==> src/rtl/dmem_pkg.sv <==
// -----------------------------------------------------------------------------
// dmem_pkg
// Shared definitions for the data-memory responder: FSM state encoding,
// RV32I load/store func3 constants, access-size enum and small decode helpers.
// No ports (package).
// -----------------------------------------------------------------------------
package dmem_pkg;

  typedef enum logic [1:0] {
    ST_IDLE = 2'd0,
    ST_WAIT = 2'd1,
    ST_RESP = 2'd2
  } dmem_state_e;

  typedef enum logic [1:0] {
    SZ_B = 2'd0,
    SZ_H = 2'd1,
    SZ_W = 2'd2
  } dmem_size_e;

  localparam logic [2:0] F3_B  = 3'b000;
  localparam logic [2:0] F3_H  = 3'b001;
  localparam logic [2:0] F3_W  = 3'b010;
  localparam logic [2:0] F3_BU = 3'b100;
  localparam logic [2:0] F3_HU = 3'b101;

  // Stores only know B/H/W; the unsigned load codes fall back to word for stores.
  function automatic dmem_size_e f3_size(input logic [2:0] f3, input logic is_store);
    dmem_size_e sz;
    if (is_store) begin
      case (f3)
        F3_B:    sz = SZ_B;
        F3_H:    sz = SZ_H;
        default: sz = SZ_W;
      endcase
    end else begin
      case (f3)
        F3_B, F3_BU: sz = SZ_B;
        F3_H, F3_HU: sz = SZ_H;
        default:     sz = SZ_W;
      endcase
    end
    return sz;
  endfunction

  function automatic logic f3_signed(input logic [2:0] f3, input logic is_store);
    return !is_store && ((f3 == F3_B) || (f3 == F3_H));
  endfunction

  function automatic logic is_misaligned(input dmem_size_e sz, input logic [1:0] addr_lo);
    logic mis;
    case (sz)
      SZ_H:    mis = addr_lo[0];
      SZ_W:    mis = (addr_lo != 2'b00);
      default: mis = 1'b0;
    endcase
    return mis;
  endfunction

endpackage

==> src/rtl/dmem_responder_if.sv <==
// -----------------------------------------------------------------------------
// dmem_responder_if
// Request/response bundle between the pipeline MEM stage (master) and the
// data-memory responder (slave).
//   MemRead/MemWrite/addr/wr_data/func3 : request, held stable while mem_stall
//   rd_data/rd_valid/mem_stall          : response and hold request
//   misalign                            : only with DMEM_MISALIGN_TRAP_EN
// -----------------------------------------------------------------------------
interface dmem_responder_if #(
  parameter int DATA_W     = 32,
  parameter int DM_ADDRESS = 9
);

  logic                  MemRead;
  logic                  MemWrite;
  logic [DM_ADDRESS-1:0] addr;
  logic [DATA_W-1:0]     wr_data;
  logic [2:0]            func3;
  logic [DATA_W-1:0]     rd_data;
  logic                  rd_valid;
  logic                  mem_stall;
`ifdef DMEM_MISALIGN_TRAP_EN
  logic                  misalign;
`endif

`ifdef DMEM_MISALIGN_TRAP_EN
  modport master (
    output MemRead, MemWrite, addr, wr_data, func3,
    input  rd_data, rd_valid, mem_stall, misalign
  );
  modport slave (
    input  MemRead, MemWrite, addr, wr_data, func3,
    output rd_data, rd_valid, mem_stall, misalign
  );
`else
  modport master (
    output MemRead, MemWrite, addr, wr_data, func3,
    input  rd_data, rd_valid, mem_stall
  );
  modport slave (
    input  MemRead, MemWrite, addr, wr_data, func3,
    output rd_data, rd_valid, mem_stall
  );
`endif

endinterface

==> src/rtl/dmem_lane_align.sv <==
// -----------------------------------------------------------------------------
// dmem_lane_align
// Combinational byte-lane steering for a 32-bit word memory.
//   i_addr_lo  : byte offset within the word
//   i_func3    : RV32I load/store size/sign code
//   i_is_store : selects store vs load decoding of i_func3
//   i_wr_data  : right-aligned store data
//   i_rd_word  : full word read from storage
//   o_wmask    : byte write enables
//   o_wdata    : store data replicated onto every candidate lane
//   o_ld_data  : selected and extended load result
// Halfword and word accesses are force-aligned here (low address bits ignored).
// -----------------------------------------------------------------------------
module dmem_lane_align
  import dmem_pkg::*;
(
  input  logic [1:0]  i_addr_lo,
  input  logic [2:0]  i_func3,
  input  logic        i_is_store,
  input  logic [31:0] i_wr_data,
  input  logic [31:0] i_rd_word,
  output logic [3:0]  o_wmask,
  output logic [31:0] o_wdata,
  output logic [31:0] o_ld_data
);

  dmem_size_e  w_size;
  logic        w_sext;
  logic [7:0]  w_byte;
  logic [15:0] w_half;

  // Decode size and signedness of the access
  always_comb begin
    w_size = f3_size(i_func3, i_is_store);
    w_sext = f3_signed(i_func3, i_is_store);
  end

  // Pick the addressed byte and halfword out of the stored word
  always_comb begin
    case (i_addr_lo)
      2'b00:   w_byte = i_rd_word[7:0];
      2'b01:   w_byte = i_rd_word[15:8];
      2'b10:   w_byte = i_rd_word[23:16];
      2'b11:   w_byte = i_rd_word[31:24];
      default: w_byte = 8'h00;
    endcase
    if (i_addr_lo[1]) begin
      w_half = i_rd_word[31:16];
    end else begin
      w_half = i_rd_word[15:0];
    end
  end

  // Build the write mask, lane data and extended load value
  always_comb begin
    o_wmask   = 4'b0000;
    o_wdata   = 32'h0000_0000;
    o_ld_data = 32'h0000_0000;
    case (w_size)
      SZ_B: begin
        o_wmask = 4'b0001 << i_addr_lo;
        o_wdata = {4{i_wr_data[7:0]}};
        if (w_sext) begin
          o_ld_data = {{24{w_byte[7]}}, w_byte};
        end else begin
          o_ld_data = {24'h000000, w_byte};
        end
      end
      SZ_H: begin
        o_wmask = i_addr_lo[1] ? 4'b1100 : 4'b0011;
        o_wdata = {2{i_wr_data[15:0]}};
        if (w_sext) begin
          o_ld_data = {{16{w_half[15]}}, w_half};
        end else begin
          o_ld_data = {16'h0000, w_half};
        end
      end
      default: begin
        o_wmask   = 4'b1111;
        o_wdata   = i_wr_data;
        o_ld_data = i_rd_word;
      end
    endcase
  end

endmodule

==> src/rtl/dmem_responder.sv <==
// -----------------------------------------------------------------------------
// dmem_responder
// Wait-state data memory for a pipelined core. Each access is captured in
// IDLE, spends WAIT_CYCLES cycles in WAIT, then answers with a one-cycle
// rd_valid pulse in RESP. Stores commit at the edge that ends RESP.
//   clk   : clock, all state on rising edge
//   reset : synchronous active-high; aborts any access, storage untouched
//   bus   : dmem_responder_if slave (request in, rd_data/rd_valid/mem_stall out)
// Optional feature macro: DMEM_MISALIGN_TRAP_EN -- flags misaligned accesses
// on bus.misalign, suppresses their store and returns 0 for their loads.
// Without it, misaligned halfword/word addresses are force-aligned.
// Lane logic assumes DATA_W = 32.
// -----------------------------------------------------------------------------
module dmem_responder
  import dmem_pkg::*;
#(
  parameter int DATA_W      = 32,
  parameter int DM_ADDRESS  = 9,
  parameter int WAIT_CYCLES = 2
) (
  input  logic             clk,
  input  logic             reset,
  dmem_responder_if.slave  bus
);

  localparam int         C_DEPTH     = 2 ** (DM_ADDRESS - 2);
  localparam bit         C_NO_WAIT   = (WAIT_CYCLES == 32'sd0);
  localparam logic [3:0] C_WAIT_LAST = (WAIT_CYCLES > 32'sd0) ? 4'(WAIT_CYCLES - 1) : 4'd0;

  logic [DATA_W-1:0]     r_mem [C_DEPTH];

  dmem_state_e           r_state;
  logic [3:0]            r_cnt;
  logic [DM_ADDRESS-1:0] r_addr;
  logic [DATA_W-1:0]     r_wdata;
  logic [2:0]            r_func3;
  logic                  r_is_store;
  logic [DATA_W-1:0]     r_rd_data;
  logic                  r_rd_valid;
`ifdef DMEM_MISALIGN_TRAP_EN
  logic                  r_misalign;
`endif

  logic                  w_req;
  logic                  w_stall;
  logic                  w_resp_entry;
  logic [DM_ADDRESS-1:0] w_addr;
  logic [DATA_W-1:0]     w_wdata;
  logic [2:0]            w_func3;
  logic                  w_is_store;
  logic [DATA_W-1:0]     w_rd_word;
  logic [3:0]            w_wmask;
  logic [DATA_W-1:0]     w_st_data;
  logic [DATA_W-1:0]     w_ld_data;
  logic                  w_misal;

  assign w_req = bus.MemRead | bus.MemWrite;

  // Live bus fields in IDLE (needed when WAIT_CYCLES=0), captured copy afterwards
  always_comb begin
    if (r_state == ST_IDLE) begin
      w_addr     = bus.addr;
      w_wdata    = bus.wr_data;
      w_func3    = bus.func3;
      w_is_store = bus.MemWrite;
    end else begin
      w_addr     = r_addr;
      w_wdata    = r_wdata;
      w_func3    = r_func3;
      w_is_store = r_is_store;
    end
  end

  assign w_rd_word = r_mem[w_addr[DM_ADDRESS-1:2]];

  dmem_lane_align u_lane_align (
    .i_addr_lo  (w_addr[1:0]),
    .i_func3    (w_func3),
    .i_is_store (w_is_store),
    .i_wr_data  (w_wdata),
    .i_rd_word  (w_rd_word),
    .o_wmask    (w_wmask),
    .o_wdata    (w_st_data),
    .o_ld_data  (w_ld_data)
  );

`ifdef DMEM_MISALIGN_TRAP_EN
  assign w_misal = is_misaligned(f3_size(w_func3, w_is_store), w_addr[1:0]);
`else
  assign w_misal = 1'b0;
`endif

  // Hold request: pending request in IDLE, every WAIT cycle; never under reset
  always_comb begin
    w_stall = 1'b0;
    if (reset) begin
      w_stall = 1'b0;
    end else begin
      case (r_state)
        ST_IDLE: w_stall = w_req;
        ST_WAIT: w_stall = 1'b1;
        ST_RESP: w_stall = 1'b0;
        default: w_stall = 1'b0;
      endcase
    end
  end

  // Next cycle is the response cycle
  always_comb begin
    w_resp_entry = 1'b0;
    case (r_state)
      ST_IDLE: begin
        if (w_req && C_NO_WAIT) begin
          w_resp_entry = 1'b1;
        end else begin
          w_resp_entry = 1'b0;
        end
      end
      ST_WAIT: w_resp_entry = (r_cnt == 4'd0);
      default: w_resp_entry = 1'b0;
    endcase
  end

  // Access FSM with request capture and registered response outputs
  always_ff @(posedge clk) begin
    if (reset) begin
      r_state    <= ST_IDLE;
      r_cnt      <= 4'd0;
      r_addr     <= '0;
      r_wdata    <= '0;
      r_func3    <= 3'b000;
      r_is_store <= 1'b0;
      r_rd_data  <= '0;
      r_rd_valid <= 1'b0;
`ifdef DMEM_MISALIGN_TRAP_EN
      r_misalign <= 1'b0;
`endif
    end else begin
      r_rd_valid <= 1'b0;
`ifdef DMEM_MISALIGN_TRAP_EN
      r_misalign <= 1'b0;
`endif
      case (r_state)
        ST_IDLE: begin
          if (w_req) begin
            r_addr     <= bus.addr;
            r_wdata    <= bus.wr_data;
            r_func3    <= bus.func3;
            // MemRead+MemWrite together is a store
            r_is_store <= bus.MemWrite;
            if (C_NO_WAIT) begin
              r_state <= ST_RESP;
            end else begin
              r_state <= ST_WAIT;
              r_cnt   <= C_WAIT_LAST;
            end
          end else begin
            r_state <= ST_IDLE;
          end
        end
        ST_WAIT: begin
          if (r_cnt == 4'd0) begin
            r_state <= ST_RESP;
          end else begin
            r_cnt <= r_cnt - 4'd1;
          end
        end
        ST_RESP: r_state <= ST_IDLE;
        default: r_state <= ST_IDLE;
      endcase

      if (w_resp_entry) begin
        r_rd_valid <= 1'b1;
`ifdef DMEM_MISALIGN_TRAP_EN
        r_misalign <= w_misal;
`endif
        // Only loads touch rd_data; a trapped load returns zero
        if (!w_is_store) begin
          r_rd_data <= w_misal ? '0 : w_ld_data;
        end
      end
    end
  end

  // Store commit at the end of RESP; storage is never reset
  always_ff @(posedge clk) begin
    if (!reset && (r_state == ST_RESP) && r_is_store && !w_misal) begin
      for (int i = 0; i < 4; i++) begin
        if (w_wmask[i]) begin
          r_mem[w_addr[DM_ADDRESS-1:2]][8*i +: 8] <= w_st_data[8*i +: 8];
        end
      end
    end
  end

  assign bus.rd_data   = r_rd_data;
  assign bus.rd_valid  = r_rd_valid;
  assign bus.mem_stall = w_stall;
`ifdef DMEM_MISALIGN_TRAP_EN
  assign bus.misalign  = r_misalign;
`endif

endmodule

==> src/flat_wrapper.sv <==
// flat-port wrapper written by rule: the top's interface ports become plain ports
module dmem_responder_flat import dmem_pkg::*;
#(
  parameter int DATA_W      = 32,
  parameter int DM_ADDRESS  = 9,
  parameter int WAIT_CYCLES = 2
)
  (clk, reset, bus_MemRead, bus_MemWrite, bus_addr, bus_wr_data, bus_func3, bus_rd_data, bus_rd_valid, bus_mem_stall);
  dmem_responder_if #(.DATA_W(DATA_W), .DM_ADDRESS(DM_ADDRESS)) bus_i ();
  input  logic clk;
  input  logic reset;
  input wire logic [$bits(bus_i.MemRead)-1:0] bus_MemRead;
  input wire logic [$bits(bus_i.MemWrite)-1:0] bus_MemWrite;
  input wire logic [$bits(bus_i.addr)-1:0] bus_addr;
  input wire logic [$bits(bus_i.wr_data)-1:0] bus_wr_data;
  input wire logic [$bits(bus_i.func3)-1:0] bus_func3;
  output wire logic [$bits(bus_i.rd_data)-1:0] bus_rd_data;
  output wire logic [$bits(bus_i.rd_valid)-1:0] bus_rd_valid;
  output wire logic [$bits(bus_i.mem_stall)-1:0] bus_mem_stall;
  assign bus_i.MemRead = bus_MemRead;
  assign bus_i.MemWrite = bus_MemWrite;
  assign bus_i.addr = bus_addr;
  assign bus_i.wr_data = bus_wr_data;
  assign bus_i.func3 = bus_func3;
  assign bus_rd_data = bus_i.rd_data;
  assign bus_rd_valid = bus_i.rd_valid;
  assign bus_mem_stall = bus_i.mem_stall;
  dmem_responder #(.DATA_W(DATA_W), .DM_ADDRESS(DM_ADDRESS), .WAIT_CYCLES(WAIT_CYCLES)) u_core (.clk(clk), .reset(reset), .bus(bus_i));
endmodule
==> config.mk <==
export PLATFORM = sky130hd
export DESIGN_NAME = dmem_responder_flat
export DESIGN_NICKNAME = d
export VERILOG_FILES = /design/src/rtl/dmem_pkg.sv /design/src/rtl/dmem_responder_if.sv /design/src/rtl/dmem_lane_align.sv /design/src/rtl/dmem_responder.sv /design/src/flat_wrapper.sv
export SDC_FILE = /design/constraint.sdc
export NUM_CORES = 2
export LEC_CHECK = 0
export BUFFER_PORTS_ARGS = -buffer_cell sky130_fd_sc_hd__buf_2
export CORE_MARGIN = 3
export CORE_UTILIZATION = 30
export CTS_CLUSTER_DIAMETER = 120
export DETAILED_ROUTE_END_ITERATION = 10
export PLACE_DENSITY_LB_ADDON = 0.15
export SKIP_LAST_GASP = 1
export SYNTH_ARGS = -nofsm -noshare
export SYNTH_HDL_FRONTEND = slang
export SYNTH_SLANG_ARGS = --single-unit
==> constraint.sdc <==
create_clock -name clk -period 20 [get_ports clk]
set_input_delay 4 -clock clk [delete_from_list [all_inputs] [get_ports clk]]
set_output_delay 4 -clock clk [all_outputs]
set_load 0.05 [all_outputs]
==> impl_metrics.json <==
{
  "violations": "max-capacitance violations, max-slew violations",
  "synthAdderAreaFrac": 0.0000792,
  "avgSynthCellArea_sq_um": 15.3,
  "synthTopCellsByArea": "edfxtp_1 (78%), o22ai_1 (5.4%), o21ai_0 (2.0%)",
  "die_w_um": 732,
  "die_h_um": 732,
  "drt-pass1-iter-count": 7,
  "hold_ws_ns": 0.452,
  "synth_warnings": 0,
  "p_int_mw": 15.3,
  "p_switching_mw": 6.24,
  "synth_cells": 10311,
  "grt_pass1_vias": 98655,
  "wire_per_inst_um": 38.8,
  "gp_congestion": 0.907,
  "tns_ns": 0,
  "grt_max_degree": 129,
  "hp-class": "flip-flop to flip-flop",
  "multi_input_area_sq_um": 31000,
  "cts_resized": 0,
  "power_leakage_nw": 55.7,
  "synth_xor_area_frac": 0.000111,
  "slew_violations": 5,
  "worst_slew_pin_slew_ns": 1.54,
  "synth_cell_type_count": 84,
  "antenna_found_initial": 102,
  "slew_headroom": -0.0297,
  "p_clk_frac": 0.374,
  "synth_top_family_by_area": "compound AO/OA/AOI/OAI gates",
  "cts_sinks": 4180,
  "crit_type": "primary input to flip-flop",
  "clockRootBuffer": "clkbuf_16",
  "r2r_setup_slack_ns": 12.49,
  "crit_path_end": "u_core.bus.rd_data[19]$_SDFFE_PP0P_",
  "start_util": 0.302,
  "post_cts_buffers": 0,
  "synth-simple-area-share": 0.0683,
  "syn_to_final_growth_pct": 15.6,
  "holdBufCountCts": 0,
  "netlist.area_leader.share": 0.778,
  "wl_um": 694000,
  "drc": 0,
  "yosysTopAreaCell": "edfxtp_1",
  "regToRegStartpoint": "u_core.r_state[1]$_SDFFE_PP0P_",
  "finalCriticalPeriod_ns": 9.88,
  "grt_pass1_wl_um": 916000,
  "cts_htree_levels": 5,
  "ys_ff_latch": 4180,
  "clk_pin_slew_worst_paths_ns": 0.06,
  "cts_tree": "done",
  "clockBufferDepth": 4,
  "cp.required_ns": 20.89,
  "io_buffers": 81,
  "skew_ns": 0.0537,
  "reg2reg_depth": 14,
  "grt.total_usage": 0.249,
  "synth_edf_count": 4096,
  "syn-num-nets": 10360,
  "die_area_sq_um": 535000,
  "ant_nets": 0,
  "cts_buffers": 449,
  "muxShareOfSynthArea": 0.00464,
  "synth_compound_area_frac": 0.116,
  "crit_start": "bus_addr[2]",
  "regArea_sq_um": 125000,
  "insertion_delay_ns": 1.03,
  "fin_nets": 10577,
  "core-area_sq_um": 523000,
  "setup.worst_path.start_class": "primary input",
  "power_per_cell_area_nw_per_um2": 118,
  "switching_share": 0.289,
  "cp-end-kind": "flip-flop",
  "avgViaCountPerCell": 5.82,
  "hold_violations": 0,
  "fmax_mhz": 101,
  "async_flop_share": 0,
  "status": "finished with violations",
  "path_max_fanout": 102,
  "ioPinCount": 82,
  "netlist_area_sq_um": 158000,
  "crit_arrival_ns": 10.77,
  "dp_hpwl_um": 438000,
  "gr-total-overflow": 0,
  "yosysSeqAreaShare": 0.789,
  "ir_drop_uv": 82.3,
  "power_frac_seq": 0.475,
  "layout-drive-gt1-share": 0.120,
  "drt_iter0_markers": 15577,
  "rsz0062_at_grt": "false",
  "drv_cap": 3,
  "vias": 104243,
  "period_share": 0.494,
  "setup_viol": 0,
  "r2r-end": "u_core.bus.rd_data[19]$_SDFFE_PP0P_",
  "nFillCells": 49818,
  "num_rows": 265,
  "combPwrFrac": 0.151,
  "synth-main-ff-cell": "edfxtp_1"
}
==> layout make-up <==
| type | count | share of cell area |
|---|---|---|
| clock buffers | 556 | 0.0644 |
| multi-input cells | 5339 | 0.170 |
| inverters | 28 | 0.000685 |
| diodes | 83 | 0.00114 |
| well taps | 6942 | 0.0475 |
| flip-flops and latches | 4180 | 0.682 |
| repair buffers | 530 | 0.0224 |
| clock inverters | 257 | 0.0118 |
==> critical path, stage by stage <==
cell       delay (ns)
buf_2            0.24
or3b_4           0.49
nand2_8          0.27
buf_4            0.56
buf_12           0.35
buf_4            0.68
a211oi_1         0.18
o41ai_1          0.76
a41oi_1          0.54
or4_1            1.03
o22a_1           0.55
inv_2            0.21
a2111oi_0        0.09
nor4_1           0.35
==> logic make-up after synthesis <==
| group | Yosys count |
|---|---|
| muxes | 72 |
| buffers and inverters | 792 |
| DFF | 4180 |
| xor gates and xnor gates | 2 |
| adders and majority gates | 1 |
| AOI/OAI and AO/OA | 2877 |
| and+or+nand+nor | 2387 |
==> placed cells by master, fill, tap and decap left out, types with 83 or more instances in the layout <==
cell type / netlist / routed
nand2_1: 608 / 584
diode_2: 0 / 83
clkinv_1: 0 / 107
clkbuf_16: 0 / 455
buf_4: 23 / 420
and3_1: 212 / 212
clkinv_2: 0 / 87
a21oi_1: 144 / 135
o22ai_1: 1361 / 1360
nor3_1: 468 / 448
a211oi_1: 225 / 225
dfxtp_1: 84 / 84
o21ai_0: 631 / 623
nand3_1: 85 / 85
edfxtp_1: 4096 / 4096
nand4_1: 95 / 95
nor2_1: 807 / 768
o221ai_1: 101 / 101
clkbuf_1: 390 / 100
==> through the flow <==
stage	total power, mW	worst slack (ns)	cells	instance area [sq um]	util
after global routing	22.1	10.27	17850	183000	0.349
after detailed placement	13.6	9.28	17015	169000	0.322
final	21.6	10.12	17915	183000	0.349
after floorplan	12.0	10.33	10311	158000	-
after global placement	13.6	9.19	17009	168000	0.322
after CTS	21.6	10.34	17828	182000	0.349
==> worst min-delay path by stage <==
stage                                    start                         endpoint  slack (ns)  depth (start not counted)
2_1_floorplan   u_core.r_wdata[0]$_SDFFE_PP0P_   u_core.r_wdata[0]$_SDFFE_PP0P_        0.44                          2
3_3_place_gp   u_core.r_wdata[19]$_SDFFE_PP0P_  u_core.r_wdata[19]$_SDFFE_PP0P_        0.44                          2
3_5_place_dp    u_core.r_wdata[4]$_SDFFE_PP0P_   u_core.r_wdata[4]$_SDFFE_PP0P_        0.45                          2
4_1_cts         u_core.r_wdata[4]$_SDFFE_PP0P_   u_core.r_wdata[4]$_SDFFE_PP0P_        0.46                          2
5_1_grt         u_core.r_wdata[4]$_SDFFE_PP0P_   u_core.r_wdata[4]$_SDFFE_PP0P_        0.47                          2
6_report        u_core.r_wdata[4]$_SDFFE_PP0P_   u_core.r_wdata[4]$_SDFFE_PP0P_        0.45                          2
==> state kept, by name, summed over array words and instances, names as in the netlist <==
register	cells
u_core.r_cnt	4
u_core.r_is_store	1
u_core.bus.rd_valid	1
u_core.r_mem	4096
u_core.r_state	2
u_core.bus.rd_data	32
u_core.r_wdata	32
u_core.r_addr	9
u_core.r_func3	3
==> cell usage after synthesis (8+ instances only) <==
cell and count:
edfxtp_1 4096, o22ai_1 1361, nor2_1 807, o21ai_0 631, nand2_1 608, nor3_1 468
clkbuf_1 390, buf_2 238, a211oi_1 225, and3_1 212, a21oi_1 144, buf_1 106
o221ai_1 101, a31oi_1 95, nand4_1 95, nand3_1 85, dfxtp_1 84, mux2i_1 71
o41ai_1 51, nor4_1 49, o31ai_1 36, o32ai_1 33, a32oi_1 29, inv_1 27
o22a_1 26, buf_4 23, o211ai_1 19, a222oi_1 14, a41oi_1 14, a22oi_1 12
nor3b_1 12, or3_1 11, a2111oi_0 10, nor4b_1 10, o2111ai_1 8, o311ai_0 8
==> per-layer routing <==
layer | vias to the layer above | GRT usage | share of wire
met5 | - | 0.00481 | 0.00063
met3 | 1204 | 0.0597 | 0.095
met2 | 5825 | 0.385 | 0.45
met1 | 55113 | 0.327 | 0.40
met4 | 26 | 0.129 | 0.058
li1 | 42075 | - | -
==> power groups by stage <==
stage / sequential, mW / clock, mW / combinational, mW
final: 10.2 / 8.07 / 3.27
after global routing: 10.2 / 8.49 / 3.35
after CTS: 10.2 / 8.14 / 3.22
after detailed placement: 10.4 / 0 / 3.21
after global placement: 10.4 / 0 / 3.18
after floorplan: 10.6 / 0 / 1.44
Note: power is estimated with default switching activity, not from simulation.
